--- src/rtl/fetch_ctrl.sv ---
// fetch_ctrl
// ----------
// Instruction-fetch sequencer sitting directly in front of the program
// counter. For each instruction it reads memory at the current pc, offers
// the word to the execute stage, then pulses exactly one of the PC controls
// (inc / add / sub) for a single cycle based on the branch class.
//
// Ports:
//   clk         system clock, rising edge
//   reset       asynchronous active-low reset (0 = in reset)
//   start       leave IDLE and begin fetching (ignored elsewhere)
//   pc          current PC value from the PC block
//   zero        zero flag from execute, only looked at during UPDATE
//   mem_req     instruction-memory read request
//   mem_addr    read address, pc while mem_req=1, otherwise 0
//   mem_ack     memory delivers mem_rdata this cycle
//   mem_rdata   instruction word from memory
//   insn        latched instruction register
//   insn_valid  insn offered to execute
//   insn_ready  execute accepts insn
//   inc/add/sub one-cycle PC control pulses, at most one high
//   offset      {4'b0, imm12} while add or sub is high, else 0
//   busy        high whenever the sequencer is not IDLE

module fetch_ctrl #(
    parameter int ADDR_W = 16,
    parameter int INSN_W = 16
) (
    input  logic              clk,
    input  logic              reset,
    input  logic              start,
    input  logic [ADDR_W-1:0] pc,
    input  logic              zero,
    output logic              mem_req,
    output logic [ADDR_W-1:0] mem_addr,
    input  logic              mem_ack,
    input  logic [INSN_W-1:0] mem_rdata,
    output logic [INSN_W-1:0] insn,
    output logic              insn_valid,
    input  logic              insn_ready,
    output logic              inc,
    output logic              add,
    output logic              sub,
    output logic [ADDR_W-1:0] offset,
    output logic              busy
);

    typedef enum logic [1:0] {
        IDLE   = 2'd0,
        FETCH  = 2'd1,
        ISSUE  = 2'd2,
        UPDATE = 2'd3
    } state_t;

    localparam logic [3:0] OP_HALT = 4'h0;
    localparam logic [3:0] OP_BZ   = 4'hD;
    localparam logic [3:0] OP_JMPB = 4'hE;
    localparam logic [3:0] OP_JMPF = 4'hF;

    state_t            state;
    logic [3:0]        opcode;
    logic [ADDR_W-1:0] imm_ext;

    assign opcode  = insn[INSN_W-1 -: 4];
    assign imm_ext = ADDR_W'(insn[11:0]);

    // Sequencer. mem_req, insn_valid and busy are registered alongside the
    // state so they change only on the edge that changes the state, and all
    // of them clear the instant reset is asserted.
    always_ff @(posedge clk or negedge reset) begin
        if (!reset) begin
            state      <= IDLE;
            insn       <= '0;
            mem_req    <= 1'b0;
            insn_valid <= 1'b0;
            busy       <= 1'b0;
        end else begin
            case (state)
                IDLE: begin
                    if (start) begin
                        state   <= FETCH;
                        mem_req <= 1'b1;
                        busy    <= 1'b1;
                    end
                end
                FETCH: begin
                    if (mem_ack) begin
                        insn       <= mem_rdata;
                        state      <= ISSUE;
                        mem_req    <= 1'b0;
                        insn_valid <= 1'b1;
                    end
                end
                ISSUE: begin
                    if (insn_ready) begin
                        state      <= UPDATE;
                        insn_valid <= 1'b0;
                    end
                end
                UPDATE: begin
                    if (opcode == OP_HALT) begin
                        state <= IDLE;
                        busy  <= 1'b0;
                    end else begin
                        state   <= FETCH;
                        mem_req <= 1'b1;
                    end
                end
                default: begin
                    state      <= IDLE;
                    mem_req    <= 1'b0;
                    insn_valid <= 1'b0;
                    busy       <= 1'b0;
                end
            endcase
        end
    end

    // The address follows pc live so a PC that changed on the edge ending
    // UPDATE is presented straight away in the next FETCH.
    assign mem_addr = mem_req ? pc : '0;

    // PC control decode. Combinational on purpose: zero is only meaningful
    // during UPDATE itself, so it cannot be captured a cycle early. Outside
    // UPDATE (including reset, which forces IDLE) everything stays at 0.
    always_comb begin
        inc    = 1'b0;
        add    = 1'b0;
        sub    = 1'b0;
        offset = '0;
        if (state == UPDATE) begin
            case (opcode)
                OP_JMPF: begin
                    add    = 1'b1;
                    offset = imm_ext;
                end
                OP_JMPB: begin
                    sub    = 1'b1;
                    offset = imm_ext;
                end
                OP_BZ: begin
                    if (zero) begin
                        add    = 1'b1;
                        offset = imm_ext;
                    end else begin
                        inc = 1'b1;
                    end
                end
                default: inc = 1'b1;
            endcase
        end
    end

    // The PC must never see two controls at once, nor any control outside
    // the single UPDATE cycle.
    assert property (@(posedge clk) disable iff (!reset)
        ($countones({inc, add, sub}) <= 1) &&
        ((state == UPDATE) || !(inc || add || sub)));

endmodule

--- config.mk ---
export PLATFORM = sky130hd
export DESIGN_NAME = fetch_ctrl
export DESIGN_NICKNAME = d
export VERILOG_FILES = /design/src/rtl/fetch_ctrl.sv
export SDC_FILE = /design/constraint.sdc
export NUM_CORES = 1
export LEC_CHECK = 0
export CAP_MARGIN = 20
export CELL_PAD_IN_SITES_DETAIL_PLACEMENT = 2
export CELL_PAD_IN_SITES_GLOBAL_PLACEMENT = 2
export CORE_ASPECT_RATIO = 0.9
export CORE_UTILIZATION = 20
export CTS_BUF_LIST = sky130_fd_sc_hd__clkbuf_8
export DETAILED_ROUTE_END_ITERATION = 8
export PLACE_DENSITY_LB_ADDON = 0.1
export SLEW_MARGIN = 10
export SYNTH_ARGS = -nofsm -noshare
export SYNTH_HDL_FRONTEND = slang
export SYNTH_SLANG_ARGS = --single-unit
export TNS_END_PERCENT = 10
--- constraint.sdc ---
create_clock -name clk -period 2.8 [get_ports clk]
set_clock_uncertainty 0.05 [all_clocks]
set_input_delay 0.56 -clock clk [delete_from_list [all_inputs] [get_ports clk]]
set_output_delay 0.56 -clock clk [all_outputs]
set_load 0.005 [all_outputs]
Yosys cells after proc, flatten, opt, wreduce, memory -nomap -nowiden
Index checks and enable logic that the tools add are counted.

storage, ports and cells
  bits in registers = 21
  input port bits = 38
  output and inout bits = 54
  word-level logic and storage cells = 53

cells by class
  equal/unequal tests = 11
  multiplexer cells = 26
  reduce and logical (&&, ||, !) cells = 11

operator list
  cell                number
  $mux 12             2
  $pmux 12 s2         1
  $mux 16             1
  $mux 1              13
  $eq 4x4->1 const B  3
  $ne 2x2->1 const B  5
  $reduce_and 3->1    3
  $pmux 1 s2          4
  $pmux 2 s4          1
  $mux 2              3
  $eq 2x2->1 const B  2
  $logic_not 4->1     1
  $reduce_and 4->1    1
  $reduce_bool 2->1   2
  $pmux 1 s3          1
  $reduce_bool 3->1   1
  $eq 2x1->1 const B  1
  $logic_not 2->1     1
  $reduce_and 2->1    1
  $reduce_or 2->1     1

Longest topological paths before layout
Gate-level depths: netlist of the first run.

  word-level depth = 4
  mapped depth = 5
  depth with buffers taken out = 5

Worst setup path after synthesis of the first run
No wires, ideal clock.

  kind = reg-to-output
  start = reg state[1]
  end = out offset[10]
  arrival = 1212 ps
  data required time = 2190 ps
  setup slack = 978 ps
  stages on the path, launching flop included = 6
  path buffers = 1
  cells stage by stage = dfrtp_1 -> ha_1 -> nand3_1 -> nor2_1 -> clkbuf_1 -> and2_1

between the ends
  longest elaborated chain between the ends = 2

RTL lines
  element                 RTL line  RTL
  from (decl)             60        state_t state;
  from (signal assigned)  72        state <= IDLE;
  from (signal assigned)  81        state <= FETCH;
  from (signal assigned)  89        state <= ISSUE;
  $eq 2x2->1              131       if (state == UPDATE) begin
  $mux 12                 131
  to (decl)               44        output logic [ADDR_W-1:0] offset,

No other way between the ends.

Worst setup path in the final report of the first run
  start = in zero
  end = out offset[5]

between the ends
  longest elaborated chain between the ends = 3

RTL lines
  element      RTL line  RTL
  from (decl)  33        input logic zero,
  $mux 12      142       if (zero) begin
  $pmux 12 s2  132       case (opcode)
  $mux 12      131

No other way between the ends.

==> metrics.cfg, run 1 <==
[synthesis]
ys_ff_latch=21
synth_cells=110
syn_area_mm2=0.00119
ys_seq_area_share_pct=44.2
ys_warn_count=0
ys_types=26
synth_area_per_cell_um2=10.8

[worst_setup_path]
crit_buf_inv=3
arrival_ns=2.07
crit_required_ns=2.19
cpPeakStageDelay_ns=0.51
end_kind=output pin
crit_family=buffers and inverters
cpMostUsedCell=clkdlybuf4s50_1
crit_type=in2out
path_cells=clkdlybuf4s50_1, a21oi_1, nor2_1, buf_6, and2_1, clkdlybuf4s50_1
slowest_stage=clkdlybuf4s50_1
crit_fanout=12
cp-start-kind=primary input

[finish]
fin_nets=244
antenna_cells=0
area_growth_pct=85.7
fill_cells=612
design_area_mm2=0.00221
final_layout_size_suffix_gt1_share_pct=12.5
post-route-util_pct=38.8

[placed_design]
gp_congestion=0.672
dpl_worst_slack_ns=0.0796
post-dp-hpwl_mm=3.47
place_area_mm2=0.00214
port_buffers=87

[die]
placementRows=26
die_y_um=75.2
ioPinCount=92
dieWidth_um=83.3
initial_core_util_pct=20.9
coreArea_mm2=0.00569
dieArea_mm2=0.00626

[outcome]
status=completed

[clock_tree]
postCtsSetupBuffers=0
cts_resized=0
cts.sink_count=21
clk_path_buf_depth=2
clk_latency_ns=0.27
holdBufCountCts=0
cts_made_buffers=3
htreeDepth=1
clk_pin_slew_worst_paths_ns=0.10
cts_root_buf=clkbuf_8
cts_tree=done

[pwr]
power_density_mw_per_mm2=849
ir_drop_v=0.000297
power.leakage_nw=0.937

[route]
wl_per_cell_um=16.0
drt_drc_violations_left=0
drt_iter0_drc=23
vias=1152
drt_wl_total_mm=4.31
avgViaCountPerCell=4.27
antenna_left=0
first_pass_iters=2

[grt]
grt_pass1_vias=1324
antenna_found_initial=0
grt_overflow_total=0
gr-usage-all-layers_pct=14.1
grt_max_degree=22
grt_pass1_wl_mm=6.75

[timing]
finalHoldViolCount=0
rsz0062_at_grt=false
fmax_mhz=373
relSlewSlack_pct=56.8
fin_ws_ns=0.118
setup_viol=0
final_max_slew_viol_count=0
worst_slew_pin_slew_ns=0.642
setup_tns_ns=0
hold_slack_ns=0.485
fin_crit_ns=2.68
min_period_over_period_pct=95.8

[job]
drv_cap=0

[hold_path]
hp-class=reg2reg

final cells by class:
class	count	area (µm²)	area share [%]
clock buffer	3	41.3	1.87
clock inverter	1	7.51	0.340
inverter	5	18.8	0.849
multi-input combinational	80	627	28.4
sequential	21	526	23.8
tap	70	87.6	3.96
timing repair buffer	90	902	40.8
kinds of logic after synthesis:
family	share of synthesized area, %
flops	44.2
simple gates	21.1
fa+ha+maj	5.26
mux	17.8
compound gates	6.20
buf+inv	5.15
other cells	0.315
synth_stat cells:
cell type  count  area share [%]
o21ai_0        3             1.3
nor3b_1        1            0.63
mux2_2        16              15
nor2b_1        3             1.6
or3_1          1            0.53
a21o_1         1            0.63
mux2i_1        2             1.7
a21oi_1        3             1.3
nor4_1         1            0.53
clkbuf_1       2            0.63
a2111oi_0      1            0.74
nor2_1         3            0.95
inv_1          5             1.6
and2_1        28              15
ha_1           5             5.3
nor2b_4        1             1.2
mux2_1         1            0.95
nand2_1        2            0.63
buf_4          4             2.5
o41a_1         1            0.95
o21a_1         1            0.63
o41ai_1        1            0.74
dfrtp_1       21              44
nand3_1        1            0.42
buf_2          1            0.42
conb_1         1            0.32
worst reg2reg max path, stage by stage, from the launching register on:
cell and delay [ns]:
dfrtp_1 0.46, inv_1 0.12, ha_1 0.24, nor2b_4 0.15, or3_1 0.40, o41a_1 0.39
per-stage QoR:
| stage | power [mW] | std cells |
|---|---|---|
| 2_1_floorplan | 1.02 | 113 |
| 3_3_place_gp | 1.61 | 266 |
| 3_5_place_dp | 1.67 | 266 |
| 4_1_cts | 1.90 | 270 |
| 5_1_grt | 2.03 | 270 |
| 6_report | 1.88 | 270 |
where the power goes:
part / total, mW / switching [mW] / internal [mW] / leakage [nW]
logic: 1.04 / 0.354 / 0.686 / 0.674
registers: 0.617 / 0.161 / 0.455 / 0.242
clock network: 0.220 / 0.119 / 0.101 / 0.0217
total: 1.88 / 0.634 / 1.24 / 0.937
worst paths after layout:
check	slack, ns	end	cells after the start	from
setup / recovery	0.12	offset[5]	6	zero
hold / removal	0.49	insn[3]$_DFFE_PN0P_	1	insn[3]$_DFFE_PN0P_
setup reg to reg	0.87	state[0]$_DFFE_PN0P_	5	state[1]$_DFFE_PN0P_
hold reg to reg	0.49	insn[3]$_DFFE_PN0P_	1	insn[3]$_DFFE_PN0P_
max in group asynchronous	1.88	insn[5]$_DFFE_PN0P_	2	reset
min in group asynchronous	0.58	insn[13]$_DFFE_PN0P_	2	reset
per-layer routing:
layer / vias up / GRT usage, % / part of all wire (%)
li1: 537 / - / -
met1: 567 / 15.4 / 39
met2: 44 / 27.9 / 54
met3: 4 / 3.95 / 5.9
met4: 0 / 3.07 / 1.0
met5: - / 0 / 0
cells in the final DEF, fill, tap and decap left out, drive strengths merged, types with 4 or more instances in the layout:
cell type / synthesis / layout
dfrtp: 21 / 21
conb: 1 / 4
and2: 28 / 28
nor2b: 4 / 4
inv: 5 / 5
ha: 5 / 5
mux2: 17 / 17
clkdlybuf4s50: 0 / 85
sequential cells by signal, summed over array words and instances, names as in the netlist:
signal	flops
state	2
mem_req	1
insn_valid	1
insn	16
busy	1
No activity file was read; power rests on OpenSTA's default activity.
==> run 2, diff against run 1 <==
Settings changed: CAP_MARGIN 20 to default, SKIP_CTS_REPAIR_TIMING from default to 1.
==> results of run 2 <==
No change in the layout: final DEF, timing and power equal those of run 1.
==> run 3, diff against run 2 <==
Settings changed: GPL_ROUTABILITY_DRIVEN from default to 1.
==> results of run 3 <==
No change in the layout: final DEF, timing and power equal those of run 1.
